**src/rtl/instr_fetch_unit.sv**
```systemverilog
// Instruction fetch unit for the mini MIPS core.
// It holds the program counter, the instruction memory and the next-PC logic.
// The run-control FSM (IDLE/RUN/HALT) and the saturating retired-instruction
// counter are also kept here. imem is filled through the load port while IDLE.
module instr_fetch_unit #(
  parameter int unsigned PC_W    = 8,
  parameter int unsigned INSTR_W = 16,
  parameter int unsigned CNT_W   = 16
) (
  input  logic               clk,
  input  logic               reset,
  input  logic               LoadEn,
  input  logic [PC_W-1:0]    LoadAddr,
  input  logic [INSTR_W-1:0] LoadData,
  input  logic               Start,
  input  logic               Branch,
  input  logic               BranchSrc,
  input  logic               Zero,
  output logic [INSTR_W-1:0] Instruction,
  output logic [PC_W-1:0]    PC,
  output logic               InstrValid,
  output logic               Halted,
  output logic [CNT_W-1:0]   RetiredCount
);

  localparam int unsigned Depth = 2 ** PC_W;
  localparam logic [3:0] OpHalt = 4'b1110;
  localparam logic [3:0] OpJump = 4'b1100;

  typedef enum logic [1:0] {
    StIdle    = 2'b00,
    StRun     = 2'b01,
    StHalt    = 2'b10,
    StIllegal = 2'b11
  } state_e;

  logic [INSTR_W-1:0] imem [Depth];

  state_e             state_q;
  logic [PC_W-1:0]    pc_q;
  logic [CNT_W-1:0]   cnt_q;
  logic               halted_q;

  logic [INSTR_W-1:0] raw_instr;
  logic [3:0]         opcode;
  logic               is_halt;
  logic               is_jump;
  logic               br_taken;
  logic               running;
  logic [PC_W-1:0]    pc_seq;
  logic [PC_W-1:0]    br_off;
  logic [PC_W-1:0]    pc_branch;
  logic [PC_W-1:0]    jump_target;
  logic [PC_W-1:0]    pc_next;

  // Asynchronous imem read and instruction decode.
  assign raw_instr   = imem[pc_q];
  assign opcode      = raw_instr[INSTR_W-1 -: 4];
  assign is_halt     = (opcode == OpHalt);
  assign is_jump     = (opcode == OpJump);
  // beq takes the branch on Zero=1, bne on Zero=0.
  assign br_taken    = Branch & (Zero ^ BranchSrc);
  assign running     = (state_q == StRun);

  // PC arithmetic wraps naturally at PC_W bits.
  assign pc_seq      = pc_q + PC_W'(1);
  assign br_off      = {{(PC_W-6){raw_instr[5]}}, raw_instr[5:0]};
  assign pc_branch   = pc_seq + br_off;
  assign jump_target = raw_instr[PC_W-1:0];

  // Next-PC select: jump beats taken branch beats sequential (halt handled by the FSM).
  always_comb begin
    pc_next = pc_seq;
    if (is_jump) begin
      pc_next = jump_target;
    end else if (br_taken) begin
      pc_next = pc_branch;
    end
  end

  // Run-control FSM with PC, retired counter and Halted flag as registered state.
  always_ff @(posedge clk) begin
    if (reset) begin
      state_q  <= StIdle;
      pc_q     <= '0;
      cnt_q    <= '0;
      halted_q <= 1'b0;
    end else begin
      case (state_q)
        StIdle: begin
          if (Start) begin
            state_q <= StRun;
            pc_q    <= '0;
            cnt_q   <= '0;
          end
        end
        StRun: begin
          if (is_halt) begin
            state_q  <= StHalt;
            halted_q <= 1'b1;
          end else begin
            pc_q <= pc_next;
            if (cnt_q != '1) begin
              cnt_q <= cnt_q + CNT_W'(1);
            end
          end
        end
        StHalt: begin
          if (Start) begin
            state_q  <= StRun;
            halted_q <= 1'b0;
            pc_q     <= '0;
            cnt_q    <= '0;
          end
        end
        default: begin
          state_q  <= StIdle;
          halted_q <= 1'b0;
        end
      endcase
    end
  end

  // imem load port, only open while IDLE; contents survive reset.
  always_ff @(posedge clk) begin
    if (!reset && LoadEn && (state_q == StIdle)) begin
      imem[LoadAddr] <= LoadData;
    end
  end

  assign InstrValid   = running & ~is_halt;
  assign Instruction  = InstrValid ? raw_instr : '0;
  assign PC           = pc_q;
  assign Halted       = halted_q;
  assign RetiredCount = cnt_q;

endmodule

```
**config.mk**
```make
export PLATFORM = sky130hd
export DESIGN_NAME = instr_fetch_unit
export DESIGN_NICKNAME = d
export VERILOG_FILES = /design/src/rtl/instr_fetch_unit.sv
export SDC_FILE = /design/constraint.sdc
export NUM_CORES = 2
export LEC_CHECK = 0
export CAP_MARGIN = 20
export CORE_ASPECT_RATIO = 1.5
export CORE_MARGIN = 1
export CORE_UTILIZATION = 40
export DETAILED_ROUTE_END_ITERATION = 8
export GPL_TIMING_DRIVEN = 1
export SETUP_SLACK_MARGIN = 0.5
export SLEW_MARGIN = 25
export SYNTH_ARGS = -nofsm -noshare
export SYNTH_HDL_FRONTEND = slang
export SYNTH_SLANG_ARGS = --single-unit
```
**constraint.sdc**
```tcl
create_clock -name clk -period 15.5 [get_ports clk]
set_input_delay 3.1 -clock clk [delete_from_list [all_inputs] [get_ports clk]]
set_output_delay 3.1 -clock clk [all_outputs]
set_load 0.005 [all_outputs]
```
Word-level counts from Yosys, hierarchy flattened
Memory sizes are Yosys's and may differ from the RTL's. A register that Yosys moved wholly into a read port is not among the register bits.
Cells that the tools add are included.
{ "word_totals": {"ramBits": 4096, "in_bits": 31, "memories": 1, "out_inout_bits": 42, "elab_cells": 53, "regBits": 27} }
{ "op_classes": {"bitwise": 5, "n_eq_ne": 10, "reduce_logical": 10, "add_sub_neg": 3, "n_mux": 20} }
{ "mem_list": {"columns": ["name", "words", "width", "rd", "rd_clocked_by_memory_dff", "write_ports", "line_no", "text"], "rows": [
  ["imem", 256, 16, 1, 1, 1, "37", "logic [INSTR_W-1:0] imem [Depth];"]
]} }
{ "op_table": {"columns": ["cell", "count"], "rows": [
  ["$mux 16", 4],
  ["$mux 8", 6],
  ["$pmux 16 s2", 1],
  ["$add 16x1->16 const B", 1],
  ["$ne 16x16->1 const B", 1],
  ["$pmux 8 s2", 1],
  ["$add 8x1->8 const B", 1],
  ["$add 8x8->8", 1],
  ["$eq 4x4->1 const B", 2],
  ["$ne 2x2->1 const B", 3],
  ["$reduce_and 3->1", 2],
  ["$mux 1", 4],
  ["$mux 2", 2],
  ["$ne 2x1->1 const B", 2],
  ["$pmux 2 s2", 1],
  ["$reduce_and 4->1", 1],
  ["$pmux 1 s3", 1],
  ["$and 1x1->1", 2],
  ["$eq 2x1->1 const B", 1],
  ["$eq 2x2->1 const B", 1],
  ["$logic_and 1x1->1", 2],
  ["$logic_not 2->1", 1],
  ["$not 1->1", 2],
  ["$reduce_and 2->1", 1],
  ["other kinds (4)", 4]
]} }

Longest topological paths before layout
{ "depth": {"depth_word": 8, "depth_mapped": 23, "depth_no_buf": 17} }

Worst setup path before layout
No wires, ideal clock.
{ "synth_path": {"kind": "register to output", "start": "register (tool-made name)", "end": "output Instruction[8]", "path_buffers": 6, "arrival_time_ps": 3571, "path_stages_with_launch": 12, "path_slack_ps": 8829, "required_time_ps": 12400, "path_cell_list": "dfxtp_1 buf_4 buf_4 buf_4 buf_4 clkbuf_1 buf_1 mux4_2 mux4_2 mux4_2 mux4_2 nor2b_1"} }
{ "synth_rtl": {"columns": ["element", "line_no", "text"], "rows": [
  ["to (decl)", "19", "output logic [INSTR_W-1:0] Instruction,"]
]} }

==> run metrics <==
status completed; initial core utilization 0.402; fin area 180000 um^2; Peak Freq 0.0908 GHz; core area 396000 um^2; number of synthesized flops with an enable pin 4096; global route overflow 0; Final ANT Viol Nets 0; total track usage 0.214; worst min-delay path startpoint RetiredCount[11]; Max Clock Skew 0.0818 ns; layout cell share with drive strength beyond 1 0.315; Vias/cell 5.78; Crit Path Class reg2out; CTS tree yes; Final HPWL DP 261 mm; post-CTS sizing 0; Crit Path Max Fanout 38; dpl cells 12043; final worst path period need 11.01 ns; P&R area growth vs syn 13.4%; max-cap violations 0; count of final hold-check violations 0; average size of a mapped cell 23.8 um^2; Post-Route WL 428 mm; maximum vdd ir drop 0.000101 V; total iterations of the first detailed-routing run 5; Fin Setup TNS 0 ns; CTS H-tree lvls 5; Tcrit/Tclk final 0.710; Die Span Y 774 um; Clock Sinks 4131; utilization after layout 0.456; CTS clk-pin slew, worst paths 0.06 ns; pwr dens 143 nW/um^2; Final setup viols 0; Yosys reg bits 4131; WL/cell 33.5 um; Vias 73924; initial antenna violation count 32; Worst slew margin 0.255; Initial DRC Count 8856; IO buf count 72; Worst Setup End Kind output pin; setup bufs post-CTS 0; Arr. time, crit path 7.91 ns; ys async rst share 0; latest clock arrival within the worst-skew pair 0.95 ns; Final #Nets 7190; cell area after synthesis 159000 um^2; CP startpoint kind register; Critical Path RT 12.40 ns; IO Pins 73; RSZ-0062 raised after global routing no; gpl congestion 0.887; Worst Hold Class reg2reg; largest net degree at the start of global routing 162; die area 400000 um^2; share of the yosys chip area belonging to registers 0.777; routed wl met2 226 mm; cts hold-fix bufs 0; CTS max path bufs 4; fin cells 12783; vias in the first global route 75726; worst slew pin tran 1.12 ns; Residual DRC 0; Leak 53.5 nW; yosys warns 0; syn_nets 6726; Distinct cells, synth 72; root buffer cell clkbuf_16; Num CTS Buffers 371; hold_ws 0.506 ns; metal3 WL 26.8 mm; first-pass GRT wire length 598 mm; Pins Over Slew Limit 0; row cnt 283; WL met1 153 mm; Synth Flop Type edfxtp_1; Die Wd 517 um; Syn Inst Count 6685; DP Area 168000 um^2; Max Used Layer met5
==> where the power goes <==
part,switching [W],internal [W]
sequential,0.0000569,0.0123
combinational,0.00239,0.00172
clock,0.00411,0.00524
total,0.00655,0.0192
==> layout make-up <==
cell class,instances,area [um^2]
diodes,62,155
clock buffers,441,9690
clock inverters,232,2450
fillers,32624,215000
inverters,14,53.8
multi-input cells,2180,33900
flip-flops and latches,4131,124000
well taps,5272,6600
repair buffers,451,3880
==> through the flow <==
stage / power [W] / worst slack, ns
2_1_floorplan: 0.0151 / 8.83
3_3_place_gp: 0.0167 / 5.31
3_5_place_dp: 0.0167 / 5.36
4_1_cts: 0.0260 / 4.32
5_1_grt: 0.0264 / 4.16
6_report: 0.0258 / 4.49
==> cell usage after synthesis, drive strengths merged, types with 9 or more instances <==
cell type | n | area share
a211oi | 12 | 0.00057
a21oi | 58 | 0.0018
a221oi | 12 | 0.00070
a22o | 12 | 0.00066
a22oi | 75 | 0.0035
and2 | 15 | 0.00059
and3 | 11 | 0.00043
buf | 225 | 0.0094
clkbuf | 135 | 0.0032
dfxtp | 35 | 0.0044
edfxtp | 4096 | 0.77
ha | 9 | 0.00071
inv | 13 | 0.00031
mux2 | 16 | 0.0011
mux2i | 101 | 0.0064
mux4 | 1226 | 0.17
nand2 | 82 | 0.0019
nand3 | 38 | 0.0012
nand4 | 12 | 0.00047
nor2 | 313 | 0.0074
nor2b | 36 | 0.0014
nor3 | 14 | 0.00044
o21ai | 15 | 0.00050
o221ai | 13 | 0.00072
o22ai | 14 | 0.00055
==> final timing paths <==
check                                         to  slack (ns)  depth (start not counted)
worst max-delay path              Instruction[1]        4.49                         14
worst min-delay path            RetiredCount[11]        0.51                          2
worst max register to register             PC[7]        7.03                         19
worst min register to register  RetiredCount[11]        0.51                          2
==> cell usage in the layout (no fill, tap or decap), drive strengths merged, types with 13 or more instances in the layout <==
| cell type | instances |
|---|---|
| clkbuf | 456 |
| o221ai | 13 |
| nor2b | 36 |
| inv | 24 |
| mux2 | 16 |
| clkinvlp | 13 |
| nand2 | 82 |
| diode | 62 |
| bufinv | 45 |
| a21oi | 58 |
| clkdlybuf4s50 | 56 |
| dfxtp | 35 |
| o21ai | 15 |
| buf | 380 |
| mux2i | 101 |
| edfxtp | 4096 |
| nor3 | 14 |
| nor2 | 313 |
| clkinv | 164 |
| nand3 | 38 |
| o22ai | 14 |
| and2 | 15 |
| mux4 | 1226 |
| a22oi | 75 |
==> sequential cells by signal, summed over array words and instances (netlist names), named ones only <==
name,flops
state_q,2
Halted,1
RetiredCount,16
imem,4096
PC,8
==> cells by family after synthesis <==
family	count (synthesis)	synth area share
flip-flops	4131	0.777
multiplexers	1343	0.181
AND/OR/NAND/NOR	556	0.0155
buffers and inverters	374	0.0130
AO/OA/AOI/OAI	258	0.0115
XOR/XNOR	13	0.000716
adder cells (fa/ha/maj)	10	0.000834
==> metal layers <==
| layer | vias up | GRT usage |
|---|---|---|
| met5 | - | 0 |
| met4 | 2 | 0.102 |
| met3 | 705 | 0.0283 |
| met2 | 2869 | 0.375 |
| met1 | 40646 | 0.259 |
| li1 | 29702 | - |
==> critical path, stage by stage, from the launching register on <==
cell and delay [ns]:
dfxtp_4 0.81, buf_4 0.54, buf_4 0.68, buf_4 0.63, mux4_2 0.34, a22oi_1 0.11
a21oi_1 0.68, nor2_1 0.19, a22oi_1 0.20, and3b_1 0.39, nand4_1 0.60, o21ai_2 0.66
buf_4 0.36, nor2_1 0.11, clkdlybuf4s50_1 0.50
(Power assumes the default switching activity.)
